===== src/rtl/muldiv_hilo_ctrl_pkg.sv =====
// muldiv_pkg: op encodings, controller states and cycle constants for the HI/LO multiply/divide unit.
package muldiv_pkg;
  localparam logic [2:0] OP_MULT  = 3'b000;
  localparam logic [2:0] OP_MULTU = 3'b001;
  localparam logic [2:0] OP_DIV   = 3'b010;
  localparam logic [2:0] OP_DIVU  = 3'b011;
  localparam logic [2:0] OP_MTHI  = 3'b100;
  localparam logic [2:0] OP_MTLO  = 3'b101;
  localparam int WIDTH_DEF = 32;
  localparam int DIV_CYCLES = WIDTH_DEF + 1;
  typedef enum logic [1:0] {IDLE, MUL, DIV, FIX} state_t;
endpackage


===== src/rtl/muldiv_hilo_ctrl_if.sv =====
// muldiv_hilo_ctrl_if: EX-stage request/response bundle for the multiply/divide unit.
interface muldiv_hilo_ctrl_if #(parameter int WIDTH = 32);
  logic             start;
  logic [2:0]       op;
  logic [WIDTH-1:0] src_a;
  logic [WIDTH-1:0] src_b;
  logic             rd_req;
  logic             flush;
  logic             busy;
  logic             stall;
  logic [WIDTH-1:0] hi;
  logic [WIDTH-1:0] lo;
  modport master(output start, op, src_a, src_b, rd_req, flush, input busy, stall, hi, lo);
  modport slave(input start, op, src_a, src_b, rd_req, flush, output busy, stall, hi, lo);
endinterface


===== src/rtl/muldiv_hilo_ctrl_div_iter.sv =====
// div_iter: unsigned restoring divider producing one quotient bit per step.
module div_iter #(
  parameter int WIDTH = 32
) (
  input  logic             clk,
  input  logic             reset,
  input  logic             load,
  input  logic             step,
  input  logic [WIDTH-1:0] dividend,
  input  logic [WIDTH-1:0] divisor,
  output logic [WIDTH-1:0] quotient,
  output logic [WIDTH-1:0] remainder
);
  logic [WIDTH-1:0] d;
  logic [WIDTH:0]   t;
  logic [WIDTH:0]   diff;
  // remainder < divisor always holds, so a negative trial shows up in the top bit
  assign t = {remainder, quotient[WIDTH-1]};
  assign diff = t - {1'b0, d};
  always_ff @(posedge clk) begin
    if (reset) begin
      quotient <= '0;
      remainder <= '0;
      d <= '0;
    end else if (load) begin
      quotient <= dividend;
      remainder <= '0;
      d <= divisor;
    end else if (step) begin
      remainder <= diff[WIDTH] ? t[WIDTH-1:0] : diff[WIDTH-1:0];
      quotient <= {quotient[WIDTH-2:0], ~diff[WIDTH]};
    end
  end
endmodule


===== src/rtl/muldiv_hilo_ctrl.sv =====
// muldiv_hilo_ctrl: sequences multi-cycle multiply/divide and owns the HI/LO registers.
module muldiv_hilo_ctrl
  import muldiv_pkg::*;
#(
  parameter int WIDTH = 32,
  parameter int MUL_CYCLES = 4
) (
  input logic clk,
  input logic reset,
  muldiv_hilo_ctrl_if.slave bus
);
  localparam logic [WIDTH-1:0] MIN = {1'b1, {(WIDTH-1){1'b0}}};
  state_t             state;
  logic [5:0]         cnt;
  logic [2*WIDTH-1:0] pend;
  logic [WIDTH-1:0]   hi;
  logic [WIDTH-1:0]   lo;
  logic [WIDTH-1:0]   aux;
  logic               busy;
  logic               q_neg;
  logic               r_neg;
  logic               dz;
  logic               ovf;
  logic               accept;
  logic               sgn;
  logic               is_div;
  logic [WIDTH-1:0]   a;
  logic [WIDTH-1:0]   b;
  logic [WIDTH-1:0]   mag_a;
  logic [WIDTH-1:0]   mag_b;
  logic [WIDTH-1:0]   quo;
  logic [WIDTH-1:0]   rem;
  logic [2*WIDTH-1:0] ext_a;
  logic [2*WIDTH-1:0] ext_b;
  assign a = bus.src_a;
  assign b = bus.src_b;
  assign accept = state == IDLE && bus.start && !bus.flush;
  assign sgn = ~bus.op[0];
  assign is_div = bus.op == OP_DIV || bus.op == OP_DIVU;
  assign ext_a = {{WIDTH{sgn & a[WIDTH-1]}}, a};
  assign ext_b = {{WIDTH{sgn & b[WIDTH-1]}}, b};
  assign mag_a = (sgn & a[WIDTH-1]) ? -a : a;
  assign mag_b = (sgn & b[WIDTH-1]) ? -b : b;
  assign bus.busy = busy;
  assign bus.stall = busy & (bus.start | bus.rd_req);
  assign bus.hi = hi;
  assign bus.lo = lo;
  div_iter #(.WIDTH(WIDTH)) u_div (
    .clk(clk),
    .reset(reset),
    .load(accept && is_div),
    .step(state == DIV),
    .dividend(mag_a),
    .divisor(mag_b),
    .quotient(quo),
    .remainder(rem)
  );
  always_ff @(posedge clk) begin
    if (reset) begin
      state <= IDLE;
      busy <= 1'b0;
      hi <= '0;
      lo <= '0;
      cnt <= '0;
      pend <= '0;
      aux <= '0;
      q_neg <= 1'b0;
      r_neg <= 1'b0;
      dz <= 1'b0;
      ovf <= 1'b0;
    end else if (state != IDLE && bus.flush) begin
      state <= IDLE;
      busy <= 1'b0;
    end else begin
      case (state)
        IDLE: if (accept) begin
          case (bus.op)
            OP_MULT, OP_MULTU: begin
              pend <= ext_a * ext_b;
              cnt <= 6'(MUL_CYCLES - 1);
              state <= MUL;
              busy <= 1'b1;
            end
            OP_DIV, OP_DIVU: begin
              q_neg <= sgn & (a[WIDTH-1] ^ b[WIDTH-1]);
              r_neg <= sgn & a[WIDTH-1];
              dz <= b == '0;
              ovf <= sgn && a == MIN && b == '1;
              aux <= a;
              cnt <= 6'(WIDTH - 1);
              state <= DIV;
              busy <= 1'b1;
            end
            OP_MTHI: hi <= a;
            OP_MTLO: lo <= a;
            default: ;
          endcase
        end
        MUL: begin
          if (cnt == '0) begin
            {hi, lo} <= pend;
            state <= IDLE;
            busy <= 1'b0;
          end else cnt <= cnt - 6'd1;
        end
        DIV: begin
          if (cnt == '0) state <= FIX;
          else cnt <= cnt - 6'd1;
        end
        FIX: begin
          lo <= dz ? '1 : ovf ? MIN : q_neg ? -quo : quo;
          hi <= dz ? aux : ovf ? '0 : r_neg ? -rem : rem;
          state <= IDLE;
          busy <= 1'b0;
        end
        default: state <= IDLE;
      endcase
    end
  end
endmodule

===== src/flat_wrapper.sv =====
// flat-port wrapper written by rule: the top's interface ports become plain ports
module muldiv_hilo_ctrl_flat import muldiv_pkg::*;
#(
  parameter int WIDTH = 32,
  parameter int MUL_CYCLES = 4
)
  (clk, reset, bus_start, bus_op, bus_src_a, bus_src_b, bus_rd_req, bus_flush, bus_busy, bus_stall, bus_hi, bus_lo);
  muldiv_hilo_ctrl_if #(.WIDTH(WIDTH)) bus_i ();
  input logic clk;
  input logic reset;
  input wire logic [$bits(bus_i.start)-1:0] bus_start;
  input wire logic [$bits(bus_i.op)-1:0] bus_op;
  input wire logic [$bits(bus_i.src_a)-1:0] bus_src_a;
  input wire logic [$bits(bus_i.src_b)-1:0] bus_src_b;
  input wire logic [$bits(bus_i.rd_req)-1:0] bus_rd_req;
  input wire logic [$bits(bus_i.flush)-1:0] bus_flush;
  output wire logic [$bits(bus_i.busy)-1:0] bus_busy;
  output wire logic [$bits(bus_i.stall)-1:0] bus_stall;
  output wire logic [$bits(bus_i.hi)-1:0] bus_hi;
  output wire logic [$bits(bus_i.lo)-1:0] bus_lo;
  assign bus_i.start = bus_start;
  assign bus_i.op = bus_op;
  assign bus_i.src_a = bus_src_a;
  assign bus_i.src_b = bus_src_b;
  assign bus_i.rd_req = bus_rd_req;
  assign bus_i.flush = bus_flush;
  assign bus_busy = bus_i.busy;
  assign bus_stall = bus_i.stall;
  assign bus_hi = bus_i.hi;
  assign bus_lo = bus_i.lo;
  muldiv_hilo_ctrl #(.WIDTH(WIDTH), .MUL_CYCLES(MUL_CYCLES)) u_core (.clk(clk), .reset(reset), .bus(bus_i));
endmodule

===== config.mk =====
export PLATFORM = sky130hd
export DESIGN_NAME = muldiv_hilo_ctrl_flat
export DESIGN_NICKNAME = d
export VERILOG_FILES = /design/src/rtl/muldiv_hilo_ctrl_pkg.sv /design/src/rtl/muldiv_hilo_ctrl_if.sv /design/src/rtl/muldiv_hilo_ctrl_div_iter.sv /design/src/rtl/muldiv_hilo_ctrl.sv /design/src/flat_wrapper.sv
export SDC_FILE = /design/constraint.sdc
export NUM_CORES = 2
export LEC_CHECK = 0
export CAP_MARGIN = 40
export CORE_MARGIN = 4
export CORE_UTILIZATION = 35
export DETAILED_ROUTE_END_ITERATION = 16
export PLACE_DENSITY = 0.49
export SLEW_MARGIN = 30
export SYNTH_ARGS = -nofsm -noshare
export SYNTH_HDL_FRONTEND = slang
export SYNTH_HIERARCHICAL = 1
export SYNTH_SLANG_ARGS = --single-unit

===== constraint.sdc =====
create_clock -name clk -period 13.1 [get_ports clk]
set_input_delay 1.965 -clock clk [delete_from_list [all_inputs] [get_ports clk]]
set_output_delay 1.965 -clock clk [all_outputs]
set_load 0.005 [all_outputs]

# ---- After elaboration in Yosys (flattened, before gate mapping)
# Cells that the tools add are included.
dict set report totals {
  regBits 269
  latch_bits 0
  ram_bits 0
  mem_bits_ro 0
  in_bits 72
  output_inout_bits 66
  wordCells 109
  memories 0
}
dict set report classes {
  n_addsub 6
  mul 1
  div_mod_pow 0
  n_lt_le_gt_ge 0
  n_eq_ne 18
  n_shift 0
  n_mux 32
  bitwise_logic 9
  reduce_logical 29
}
# cell count
set ops {}
lappend ops {{$mux W32} 17}
lappend ops {{$pmux W32 S3} 2}
lappend ops {{$neg A32 Y32} 4}
lappend ops {{$eq A32 B32 Y1 const B} 2}
lappend ops {{$mul A33 B33 Y64} 1}
lappend ops {{$sub A33 B32 Y33} 1}
lappend ops {{$logic_not A32 Y1} 1}
lappend ops {{$pmux W6 S2} 2}
lappend ops {{$reduce_and A4 Y1} 4}
lappend ops {{$reduce_and A5 Y1} 3}
lappend ops {{$mux W6} 2}
lappend ops {{$reduce_or A2 Y1} 5}
lappend ops {{$ne A2 B2 Y1 const B} 4}
lappend ops {{$pmux W2 S4} 1}
lappend ops {{$eq A3 B2 Y1 const B} 2}
lappend ops {{$eq A3 B3 Y1 const B} 2}
lappend ops {{$logic_and A1 B1 Y1} 6}
lappend ops {{$logic_not A6 Y1} 1}
lappend ops {{$mux W2} 3}
lappend ops {{$ne A2 B1 Y1 const B} 3}
lappend ops {{$reduce_bool A2 Y1} 3}
lappend ops {{$sub A6 B1 Y6 const B} 1}
lappend ops {{$and A1 B1 Y1} 4}
lappend ops {{$eq A2 B2 Y1 const B} 2}
lappend ops {{other kinds (15)} 19}

# ---- Logic depth before layout (Yosys ltp)
dict set report depth {
  ltp_word 5
  depth_mapped 31
  depth_no_buf 27
}

# ---- Hierarchy
# Netlist, hierarchy kept.
# mod instances cells_per_inst area_per_inst_um2 seq_area_each_um2
set by_module_without_submodules {}
lappend by_module_without_submodules {muldiv_hilo_ctrl 1 5653 48544.1 3463.3}
lappend by_module_without_submodules {div_iter 1 763 6030.8 1921.8}

# ---- Worst setup path before layout
# OpenSTA, ideal clock, no wires.
dict set report synth_timing {
  path_type {input-to-reg}
  startpoint {input port bus_op[0]}
  endpoint {register u_core.pend[63]}
  setup_time_ns 0.120
  arrival_time_ns 9.629
  required_ns 12.980
  slack_ns 3.351
  cell_stages 28
  path_cell_list {clkbuf_1 -> nand2b_1 -> clkbuf_1 -> clkbuf_1 -> nor2_1 -> fa_1 -> fa_1 -> fa_1 -> inv_1 -> fa_1 -> inv_1 -> fa_1 -> fa_1 -> fa_1 -> inv_1 -> fa_1 -> inv_1 -> ha_1 -> clkbuf_1 -> a21oi_1 -> o21bai_1 -> a21oi_1 -> o21ai_0 -> a221o_1 -> o2bb2ai_1 -> a2111oi_2 -> o21ai_0 -> a211o_1}
}
dict set report synth_between {
  elab_chain_cells 3
}
# element line
set synth_rtl {}
lappend synth_rtl {{start: declaration} flat_wrapper.sv:12} ;# input wire logic [$bits(bus_i.op)-1:0] bus_op;
lappend synth_rtl {{$not A1 Y1 (tied with other cells)} muldiv_hilo_ctrl.sv:38} ;# assign sgn = ~bus.op[0];
lappend synth_rtl {{$and A1 B1 Y1 (tied with other cells)} muldiv_hilo_ctrl.sv:40} ;# assign ext_a = {{WIDTH{sgn & a[WIDTH-1]}}, a};
lappend synth_rtl {{$mul A33 B33 Y64 or $reduce_and A4 Y1 (tied branches)} -}
lappend synth_rtl {{end signal: assignment} muldiv_hilo_ctrl.sv:79} ;# pend <= ext_a * ext_b;
lappend synth_rtl {{end: declaration} muldiv_hilo_ctrl.sv:15} ;# logic [2*WIDTH-1:0] pend;
# Several ways; a longest one is shown, not always the timed one.
# A chain may end at the register's enable or synchronous reset.

# ---- Worst setup path after layout
dict set report layout_timing {
  startpoint {input port bus_op[0]}
  endpoint {register u_core.pend[62]}
}
# The elaborated chain is that of the path after synthesis.

==> flow_metrics.tcl <==
set metrics [dict create \
    outcome "finished, final reports clean" \
    syn_inst 6416 \
    hold_buffers 0 \
    die_height_um 403 \
    asyncSetResetFlopFracSynth_pct 0 \
    synth.cell_area_mm2 0.0546 \
    cp_data_required_time_ps 13550 \
    critPathLaunchType "primary input" \
    cts-root-buf "clkbuf_16" \
    final_hold_violations 0 \
    layout.filler_cells 16100 \
    cts_post_setup_buffers_inserted 0 \
    rsz0062_at_grt "false" \
    initial_core_util_pct 35.3 \
    slew-limit-headroom_pct 39.3 \
    design.portCount 138 \
    worstReg2RegStart "u_core/u_div/quotient[31]" \
    grt_antenna_before_repair 16 \
    cts.htree.levels 2 \
    worstHoldPathCells 2 \
    setup_viol 0 \
    synthToLayoutAreaGrowth_pct 7.93 \
    synth_warnings 6 \
    place.gp.congestion 0.901 \
    synth_top_area_share_pct 41.3 \
    ff2ff_setup_slack_ps 9550 \
    use_met3_pct 2.99 \
    postRouteAntennaNets 0 \
    grt.total_usage_pct 23.2 \
    design.final.nets 7721 \
    hold_path.class "reg -> reg" \
    reg2reg_depth 12 \
    avgSynthCellArea_um2 8.51 \
    number_of_synthesized_flops_with_an_enable_pin 0 \
    fp_rows 144 \
    synth-seq-cells 269 \
    clock_tree.buffer_depth 3 \
    worst_clock_skew_ps 21.4 \
    clkSlewWorstSetupHoldPaths_ps 60 \
    dr.pass1.iters 6 \
    cts.sink_count 269 \
    hold_path_startpoint "u_core/pend[21]" \
    final_period_minus_worst_setup_slack_ps 10450 \
    hold_end "u_core/pend[21]" \
    timing.critical_path.cells "clkdlybuf4s50_1 > buf_4 > nor2b_4 > buf_4 > nand2_1 > fa_1 > fa_1 > inv_1 > fa_1 > inv_1 > fa_1 > fa_1 > fa_1 > fa_1 > fa_1 > inv_1 > ha_1 > and3_1 > and2_1 > a32o_1 > nor3_1 > a21oi_1 > mux2_2" \
    grt_remaining_overflow 0 \
    top_cell_by_count_worst_path "fa_1" \
    wire_length_of_the_first_global_routing_pass_um 290000 \
    vias_in_the_first_global_route 45200 \
    clk-insertion-delay-late_ps 570 \
    drt-wirelength-per-cell_um 22.6 \
    via_count 43400 \
    grt.met2_usage_pct 36.5 \
    die_width_um 403 \
    area_inside_the_core_boundary_mm2 0.155 \
    critical_path.max_fanout 33 \
    cp_slowest_cell "fa_1" \
    worst-slew-pin-transition_ps 910 \
    synth_sequential_area_ratio_pct 9.87 \
    first_iter_violations 3294 \
    tritoncts.num_buffers 36 \
    layout_worst_path_cycle_share_pct 79.8 \
    final-max-slew-violation-count 0 \
    ys_dominant_reg_cell "dfxtp_1" \
    clock.fmax_ghz 0.0957 \
    hpwlAfterDp_um 149000 \
    grt_max_degree 101 \
    die-area_mm2 0.162 \
    grt_most_used_layer "met2" \
    critPathMaxStageDelay_ps 800 \
    synth_top_area_cell "fa_1" \
    synthTopCellsByArea "fa_1 41%, dfxtp_1 9.9%, inv_1 8.1%" \
    drc_errors 0 \
    post_synth_num_cell_types 94 \
    post_drt_via_cell_ratio 5.21 \
    setup-tns-final_ps 0 \
    portBuffers 137 \
    finalWirelength_um 188000 \
    timing.rr.end "u_core/u_div/remainder[0]" \
    timing.setup.critical_path_class "in -> reg" \
    cts_resized 0 \
    max_cap_viol_count 0 \
    critPathArrivalTime_ps 10900 \
    cts_tree "done" \
    gr-usage-met1_pct 34.4 \
    timing.critical_path.to_type "register" \
    ratio_of_cells_with_drive_above_1_in_the_final_layout_pct 4.66 \
    synth_nets 7871 \
]
==> worst max path at each step <==
stage,from,end,depth (start not counted)
2_1_floorplan,bus_op[0],u_core/pend[63],28
3_3_place_gp,bus_src_b[1],u_core/pend[62],25
3_5_place_dp,bus_op[0],u_core/pend[62],23
4_1_cts,bus_op[0],u_core/pend[62],23
5_1_grt,bus_op[0],u_core/pend[62],23
6_report,bus_op[0],u_core/pend[62],23
==> area by class of cell <==
| cell class | instances | area [µm²] | area share [%] |
|---|---|---|---|
| Clock inverter | 11 | 103 | 0.174 |
| Antenna cell | 9 | 22.5 | 0.0382 |
| Inverter | 1179 | 4430 | 7.52 |
| Timing Repair Buffer | 257 | 2190 | 3.71 |
| Multi-Input combinational cell | 4523 | 43100 | 73.2 |
| Clock buffer | 52 | 1070 | 1.82 |
| Tap cell | 2044 | 2560 | 4.34 |
| Sequential cell | 269 | 5390 | 9.15 |
==> per-layer routing <==
metal	up-vias	part of all wire, %
li1	19400	-
met1	22600	47
met2	1265	44
met3	197	6.1
met4	4	2.2
met5	-	0.016
==> registers in the layout, indices dropped and copies added (netlist names) <==
name / flops
u_core/r_neg: 1
u_core/cnt: 6
u_core/ovf: 1
u_core/u_div/d: 32
u_core/aux: 32
u_core/pend: 64
u_core/bus.busy: 1
u_core/bus.lo: 32
u_core/dz: 1
u_core/state: 2
u_core/u_div/remainder: 32
u_core/u_div/quotient: 32
u_core/q_neg: 1
u_core/bus.hi: 32
==> layout by cell type (no fill, tap or decap), drive strengths merged, types with 54 or more instances in the layout <==
cell / synthesis / layout
a211oi: 54 / 54
a21oi: 249 / 249
and2: 394 / 394
buf: 94 / 172
clkbuf: 351 / 55
clkdlybuf4s50: 0 / 82
dfxtp: 269 / 269
fa: 1126 / 1126
ha: 257 / 257
inv: 1178 / 1179
mux2i: 72 / 72
nand2: 1027 / 1027
nor2: 329 / 329
o21ai: 185 / 185
xnor2: 91 / 91
xor2: 111 / 111
==> per-stage QoR <==
step | hold slack, ps | area [µm²] | util, % | cells | setup WS (ps)
6_report | 453 | 58900 | 38.1 | 8344 | 2650
5_1_grt | 464 | 58900 | 38.1 | 8338 | 2280
4_1_cts | 455 | 58800 | 38.0 | 8329 | 2630
3_5_place_dp | 447 | 57600 | 37.3 | 8266 | 2070
3_3_place_gp | 442 | 57400 | 37.1 | 8255 | 1830
2_1_floorplan | 425 | 54600 | - | 6416 | 3350
==> cells by family (layout without fill, tap and decap cells) <==
kind of cell | after synthesis | count (layout) | synth area share, %
and+or+nand+nor | 2045 | 2045 | 17.4
buffers and inverters | 1624 | 1499 | 11.2
adders and majority gates | 1383 | 1383 | 47.2
AOI/OAI and AO/OA | 819 | 819 | 9.70
DFF | 269 | 269 | 9.87
xor gates and xnor gates | 202 | 202 | 3.28
muxes | 74 | 74 | 1.36
other | 0 | 9 | 0
==> synth_stat cells (36+ instances only) <==
master / n
ha_1: 257
o31ai_1: 36
xnor2_1: 91
xor2_1: 110
buf_1: 87
dfxtp_1: 269
nand2_1: 1027
and2_1: 394
nor2_1: 329
inv_1: 1177
fa_1: 1126
clkbuf_1: 351
nor3_1: 39
o21ai_0: 179
a311oi_1: 43
nand4_1: 43
a21oi_1: 249
mux2i_1: 72
a21o_1: 44
nand3_1: 37
a211oi_1: 53
==> worst max-delay path, delay by kind of cell <==
kind | cells | cell delay [ps]
adder cells (fa/ha/maj) | 9 | 4770
buffers and inverters | 6 | 1760
AND/OR/NAND/NOR | 5 | 1600
AO/OA/AOI/OAI | 2 | 440
multiplexers | 1 | 300
Power is not shown: default switching activity piles up to over one toggle a cycle in this logic, so the estimate is an artifact.
